`config.mk`:
```
export PLATFORM = sky130hd
export DESIGN_NAME = mem_arbiter
export DESIGN_NICKNAME = d
export VERILOG_FILES = /design/src/rtl/mem_arbiter_pkg.sv /design/src/rtl/mem_arbiter.sv
export SDC_FILE = /design/constraint.sdc
export NUM_CORES = 2
export LEC_CHECK = 0
export CELL_PAD_IN_SITES_DETAIL_PLACEMENT = 2
export CELL_PAD_IN_SITES_GLOBAL_PLACEMENT = 2
export CORE_AREA = 2 2 539 541
export CTS_CLUSTER_SIZE = 28
export DETAILED_ROUTE_END_ITERATION = 10
export DIE_AREA = 0 0 541 543
export HOLD_SLACK_MARGIN = 0.02
export PLACE_DENSITY = 0.53
export SLEW_MARGIN = 20
export SYNTH_ARGS = -nofsm -noshare
export SYNTH_HDL_FRONTEND = slang
export SYNTH_SLANG_ARGS = --single-unit
```
`constraint.sdc`:
```
create_clock -name CLK -period 5.3 [get_ports CLK]
set_clock_uncertainty 0.2 [all_clocks]
set_input_delay 1.06 -clock CLK [delete_from_list [all_inputs] [get_ports CLK]]
set_output_delay 1.06 -clock CLK [all_outputs]
set_load 0.02 [all_outputs]
```
`src/rtl/mem_arbiter_pkg.sv`:
```
// Shared widths, FSM state and owner encodings
// for the two-port line memory arbiter.
package mem_arbiter_pkg;

  localparam int ADDR_WIDTH = 32;
  localparam int LINE_WIDTH = 256;

  typedef enum logic [1:0] {
    IDLE  = 2'd0,
    ISSUE = 2'd1,
    WAIT  = 2'd2,
    DONE  = 2'd3
  } state_t;

  typedef enum logic {
    OWN_P1 = 1'b0,
    OWN_P2 = 1'b1
  } owner_t;

endpackage

```
`src/rtl/mem_arbiter.sv`:
```
// Two-requester arbiter (fetch / data) in front of one
// line-wide memory controller; fully registered outputs.
module mem_arbiter
  import mem_arbiter_pkg::*;
#(
  parameter int ADDR_W     = ADDR_WIDTH,
  parameter int LINE_W     = LINE_WIDTH,
  parameter int STARVE_MAX = 4
) (
  input  logic              CLK,
  input  logic              RST,
  input  logic              read_op1,
  input  logic [ADDR_W-1:0] addr1,
  output logic [LINE_W-1:0] data1_o,
  output logic              busy1,
  output logic              done1,
  input  logic              read_op2,
  input  logic              write_op,
  input  logic [ADDR_W-1:0] addr2,
  input  logic [LINE_W-1:0] data2_i,
  output logic [LINE_W-1:0] data2_o,
  output logic              busy2,
  output logic              done2,
  output logic              mem_read,
  output logic              mem_write,
  output logic [ADDR_W-1:0] mem_addr,
  output logic [LINE_W-1:0] mem_data_o,
  input  logic [LINE_W-1:0] mem_data_i,
  input  logic              mem_busy,
  input  logic              mem_done
);

  localparam int SW = $clog2(STARVE_MAX + 1);
  localparam logic [SW-1:0] SMAX = SW'(STARVE_MAX);

  state_t          state_q, state_d;
  owner_t          own_q, own_d;
  logic            wr_q, wr_d;
  logic [SW-1:0]   starve_q, starve_d;

  logic [LINE_W-1:0] data1_d, data2_d, mdata_d;
  logic [ADDR_W-1:0] maddr_d;
  logic busy1_d, busy2_d, done1_d, done2_d;
  logic mrd_d, mwr_d;

  logic p2_req, force_p1, grant2, grant1;
  logic p2_wr;

  assign p2_req   = read_op2 | write_op;
  assign force_p1 = read_op1 && (starve_q == SMAX);
  assign grant2   = p2_req && !force_p1;
  assign grant1   = read_op1 && !grant2;
  // a read wins when both port-2 ops are raised
  assign p2_wr    = write_op && !read_op2;

  always_comb begin
    state_d  = state_q;
    own_d    = own_q;
    wr_d     = wr_q;
    starve_d = starve_q;
    data1_d  = data1_o;
    data2_d  = data2_o;
    mdata_d  = mem_data_o;
    maddr_d  = mem_addr;
    busy1_d  = busy1;
    busy2_d  = busy2;
    done1_d  = 1'b0;
    done2_d  = 1'b0;
    mrd_d    = 1'b0;
    mwr_d    = 1'b0;
    unique case (state_q)
      IDLE: begin
        if (grant2) begin
          own_d   = OWN_P2;
          wr_d    = p2_wr;
          maddr_d = addr2;
          if (p2_wr) mdata_d = data2_i;
          busy2_d = 1'b1;
          state_d = ISSUE;
          if (read_op1 && starve_q != SMAX)
            starve_d = starve_q + 1'b1;
        end else if (grant1) begin
          own_d    = OWN_P1;
          wr_d     = 1'b0;
          maddr_d  = addr1;
          busy1_d  = 1'b1;
          starve_d = '0;
          state_d  = ISSUE;
        end
      end
      ISSUE: begin
        if (!mem_busy) begin
          mrd_d   = !wr_q;
          mwr_d   = wr_q;
          state_d = WAIT;
        end
      end
      WAIT: begin
        // completion alongside the command pulse is not legal
        if (mem_done && !(mem_read || mem_write)) begin
          if (own_q == OWN_P1) begin
            if (!wr_q) data1_d = mem_data_i;
            busy1_d = 1'b0;
            done1_d = 1'b1;
          end else begin
            if (!wr_q) data2_d = mem_data_i;
            busy2_d = 1'b0;
            done2_d = 1'b1;
          end
          state_d = DONE;
        end
      end
      DONE: state_d = IDLE;
      default: state_d = IDLE;
    endcase
  end

  always_ff @(posedge CLK) begin
    if (RST) begin
      state_q    <= IDLE;
      own_q      <= OWN_P1;
      wr_q       <= 1'b0;
      starve_q   <= '0;
      data1_o    <= '0;
      data2_o    <= '0;
      mem_data_o <= '0;
      mem_addr   <= '0;
      busy1      <= 1'b0;
      busy2      <= 1'b0;
      done1      <= 1'b0;
      done2      <= 1'b0;
      mem_read   <= 1'b0;
      mem_write  <= 1'b0;
    end else begin
      state_q    <= state_d;
      own_q      <= own_d;
      wr_q       <= wr_d;
      starve_q   <= starve_d;
      data1_o    <= data1_d;
      data2_o    <= data2_d;
      mem_data_o <= mdata_d;
      mem_addr   <= maddr_d;
      busy1      <= busy1_d;
      busy2      <= busy2_d;
      done1      <= done1_d;
      done2      <= done2_d;
      mem_read   <= mrd_d;
      mem_write  <= mwr_d;
    end
  end

  always @(posedge CLK) begin
    if (!RST && state_q == IDLE)
      assert (!(read_op2 && write_op))
        else $warning("mem_arbiter: read_op2 and write_op both high, write dropped");
  end

endmodule

```
Word-level counts from Yosys, hierarchy flattened
Index checks and enable logic that the tools add are counted.
{ "word_totals": {"reg_bits": 813, "latchBits": 0, "mem_bits_rw": 0, "mem_bits_ro": 0, "in_bits": 583, "output_inout_bits": 806, "wordCells": 84, "mem_count": 0} }
{ "op_classes": {"n_addsub": 1, "n_mul": 0, "n_div": 0, "order_cmp": 0, "n_eq_ne": 14, "shifts": 0, "mux": 24, "bitwise_logic": 6, "n_reduce_logical": 25} }
{ "ops": {"columns": ["operator", "n"], "rows": [
  ["$mux W32", 2],
  ["$ne A2 B2 Y1 const B", 7],
  ["$mux W1", 12],
  ["$reduce_and A4 Y1", 3],
  ["$mux W3", 3],
  ["$reduce_and A3 Y1", 3],
  ["$mux W2", 4],
  ["$pmux W2 S4", 1],
  ["$logic_and A1 B1 Y1", 6],
  ["$ne A3 B3 Y1 const B", 2],
  ["$reduce_or A3 Y1", 2],
  ["$logic_not A1 Y1", 5],
  ["$not A1 Y1", 5],
  ["$reduce_and A5 Y1", 1],
  ["$eq A2 B2 Y1 const B", 2],
  ["$pmux W1 S2", 2],
  ["$reduce_bool A2 Y1", 2],
  ["$add A3 B1 Y3 const B", 1],
  ["$eq A3 B3 Y1 const B", 1],
  ["$eq A2 B1 Y1 const B", 1],
  ["$logic_not A2 Y1", 1],
  ["$ne A2 B1 Y1 const B", 1],
  ["$reduce_and A2 Y1", 1],
  ["$logic_or A1 B1 Y1", 1],
  ["$or A1 B1 Y1", 1]
]} }

Depth between registers and ports, before layout
{ "depth": {"depth_word": 9, "depth_mapped": 9, "mapped_depth_nobuf": 5} }

Least setup slack after synthesis
No wires, ideal clock.
{ "synth_timing": {"kind": "input -> register", "from": "input RST", "to": "register done1", "setup_ps": 130, "arrival_ps": 2194, "required_time_ps": 4970, "path_slack_ps": 2777, "stages": 5, "n_path_buf": 4, "cell_sequence": "clkbuf_1 -> clkbuf_1 -> clkbuf_1 -> clkbuf_1 -> nor3_1"} }
{ "synth_via": {"elab_chain_cells": 1} }
{ "synth_rtl": {"columns": ["item", "line", "source"], "rows": [
  ["start: declaration", "mem_arbiter.sv:11", "input logic RST,"],
  ["$reduce_or A3 Y1 (no line)", null, null],
  ["end signal: assignment", "mem_arbiter.sv:145", "done1 <= done1_d;"],
  ["end: declaration", "mem_arbiter.sv:16", "output logic done1,"]
]} }
Every way passes these cells.
A chain may end at the register's enable or synchronous reset.

Final worst setup path
{ "layout_timing": {"from": "register data2_o[254]", "to": "output data2_o[254]"} }
{ "layout_rtl": {"columns": ["item", "line", "source"], "rows": [
  ["start: declaration", "mem_arbiter.sv:21", "output logic [LINE_W-1:0] data2_o,"],
  ["start signal: assignment", "mem_arbiter.sv:140", "data2_o <= data2_d;"]
]} }
No word-level cell between the ends.

==> reports/results.ini <==
[finish]
area_delta_synth_final_pct=66.9
nets=5216
multi_input_area_um2=15000
final_common_cell=clkdlybuf4s50_1
nFillCells=32561
final_util_pct=18.9
final_cell_mix=1387 x clkdlybuf4s50_1, 813 x dfxtp_1, 771 x nand2b_1, 513 x mux2i_1, 289 x o21ai_0
layout-drive-gt1-share_pct=5.26
seqCellArea_um2=16300

[worst_setup_path]
crit_chain=clkdlybuf4s50_1
cp_data_required_time_ns=4.04
cp_slowest_stage_delay_ns=1.00
rr_worst_depth=7
rr_endpoint=data2_o[205]
cpMaxStageDelayCell=clkdlybuf4s50_1
cp_num_buf_inv=1
cp.arrival_ns=2.17
rrSetupSlack_ns=2.41
crit_fanout=2
crit_type=reg -> out
crit_path_start_kind=flop
critPathTopFamily=buffers and inverters
end_kind=output port
r2r_start=state_q[0]

[min_path]
min-delay-start=data2_o[208]
hold_depth=2
hold_end=data2_o[208]
hold_path_class=reg -> reg

[floorplanning]
core_um2=287000
die_area_um2=294000
die_w_um=541
fp-row-count=197
initial_core_util_pct=11.3
die_y_um=543
io_pins=1389

[clock_network]
cts_hold_buf=0
cts.sinks=813
clkTransAtPathRegs_ns=0.05
clock_latency_ns=0.80
post_cts_buffers=0
htreeDepth=3
cts_tree=yes
cts_made_buffers=113
cts_resized=0
cts_max_path_buffers=4
cts_root_buf=clkbuf_16

[place]
pre_cts_ws_ns=1.52
portBuffers=1388
gp_congestion=0.855
place_hpwl_um=167000

[drt]
antenna_left=0
vias_per_cell=3.61
drcViolationCount=0
wl_per_cell_um=24.7
firstDrtPassIters=5
wl_um=210000
vias=30739
drt_iter0_markers=1120

[synthesis]
netlist_instances=3365
synth_edf_count=0
synthesis.area_um2=32600
yosysSeqAreaShare_pct=49.9
ys_warn_count=0
synth_cell_type_count=40
synthArstFlopShare_pct=0
syn-num-nets=3953
synth-seq-cells=813
synth-main-ff-cell=dfxtp_1
syn_avg_cell_area_um2=9.68

[sta]
clock.fmax_mhz=291
period_needed_ns=3.43
rsz0062_at_grt=false
finalCritPeriodShare_pct=64.8
tightest_slew_ns=0.971
tns_ns=0
max-slew-margin-rel_pct=35.3
final_hold_viol_count=0
setup-violations-final=0
layout_setup_ws_ns=1.87
slew_viol_final=0

[flow_run]
cap_violations=0

[grt]
grt_pass1_vias=33175
antenna_found_initial=110
grt_overflow=0
grt_max_degree=150
grt_pass1_wl_um=282000
groute.usage.overall_pct=13.7

[power]
total_power_uw=19100
power.density_nw_per_um2=352
vdd_drop_max_uv=231
cellLeakagePower_uw=0.0192

[status]
status=finished, final reports clean

==> metal layers <==
metal  wire length, um  global-route usage, %  up-vias  part of all wire, %
li1                  -                      -    14020                    -
met1             77300                   14.1    15075                   37
met2            102000                   23.7     1190                   49
met3             22000                   6.47      358                   10
met4              8130                   5.54       96                  3.9
met5               621                      0        -                 0.30
==> worst max path at each step <==
stage / slack [ns] / depth (start not counted) / to / start
2_1_floorplan: 2.78 / 5 / done1 / RST
3_3_place_gp: 1.59 / 5 / mem_data_o[206] / read_op2
3_5_place_dp: 1.52 / 5 / mem_data_o[210] / read_op2
4_1_cts: 1.65 / 1 / data2_o[254] / data2_o[254]
5_1_grt: 1.76 / 1 / data2_o[254] / data2_o[254]
6_report: 1.87 / 1 / data2_o[254] / data2_o[254]
==> worst register-to-register path, cell delays in order, from the launching register on <==
cell       delay [ns]
dfxtp_1          0.32
inv_1            0.08
ha_1             0.49
nand4bb_1        0.16
buf_4            0.22
nor3_2           0.69
buf_4            0.45
mux2i_1          0.22
==> cells in the mapped netlist (all sizes together) (2+ instances only) <==
cell type	instances	area share [%]
a211oi	2	0.046
a21oi	258	4.0
a311oi	31	0.83
a31oi	2	0.038
buf	78	1.5
clkbuf	236	2.7
dfxtp	813	50
ha	5	0.19
inv	6	0.069
mux2i	513	16
nand2	4	0.046
nand2b	771	15
nand3	288	4.4
nand3b	2	0.046
nand4b	3	0.081
nor2	35	0.40
nor3	5	0.077
nor4b	3	0.081
o211ai	2	0.046
o21ai	289	4.4
or3	2	0.038
or4	2	0.046
==> cell families (layout without fill, tap and decap cells) <==
group / after synthesis / in the layout / share of synthesized area (%)
other: 0 / 25 / 0
AOI/OAI and AO/OA: 591 / 591 / 9.54
adders and majority gates: 5 / 5 / 0.192
and+or+nand+nor: 1123 / 1123 / 20.2
buffers and inverters: 320 / 1667 / 4.32
muxes: 513 / 513 / 15.8
DFF: 813 / 813 / 49.9
==> layout make-up <==
cell class,instances,share of cell area [%]
clock inverters,26,0.584
inverters,6,0.0414
repair buffers,1462,27.1
multi-input cells,2232,27.5
well taps,3781,8.70
diodes,25,0.115
flip-flops and latches,813,29.9
clock buffers,173,6.04
==> state kept, by name (all words and copies together), names as in the netlist <==
signal	count
mem_addr	32
done2	1
mem_data_o	256
data1_o	256
done1	1
busy1	1
busy2	1
mem_write	1
wr_q	1
state_q	2
mem_read	1
data2_o	256
starve_q	3
own_q	1
==> report_power, final <==
part | internal (uW) | switching (uW)
Sequential | 6640 | 334
Combinational | 1970 | 2570
Clock | 4480 | 3130
Total | 13100 | 6040
==> metrics by stage <==
stage	hold slack (ns)	std cells	area (um^2)
detailed placement	0.264	8294	50700
finish	0.270	8518	54400
CTS	0.278	8493	54300
global placement	0.257	8293	50700
global route	0.294	8507	54400
floorplan	0.249	3365	32600
Power figures use the tool's default switching activity.
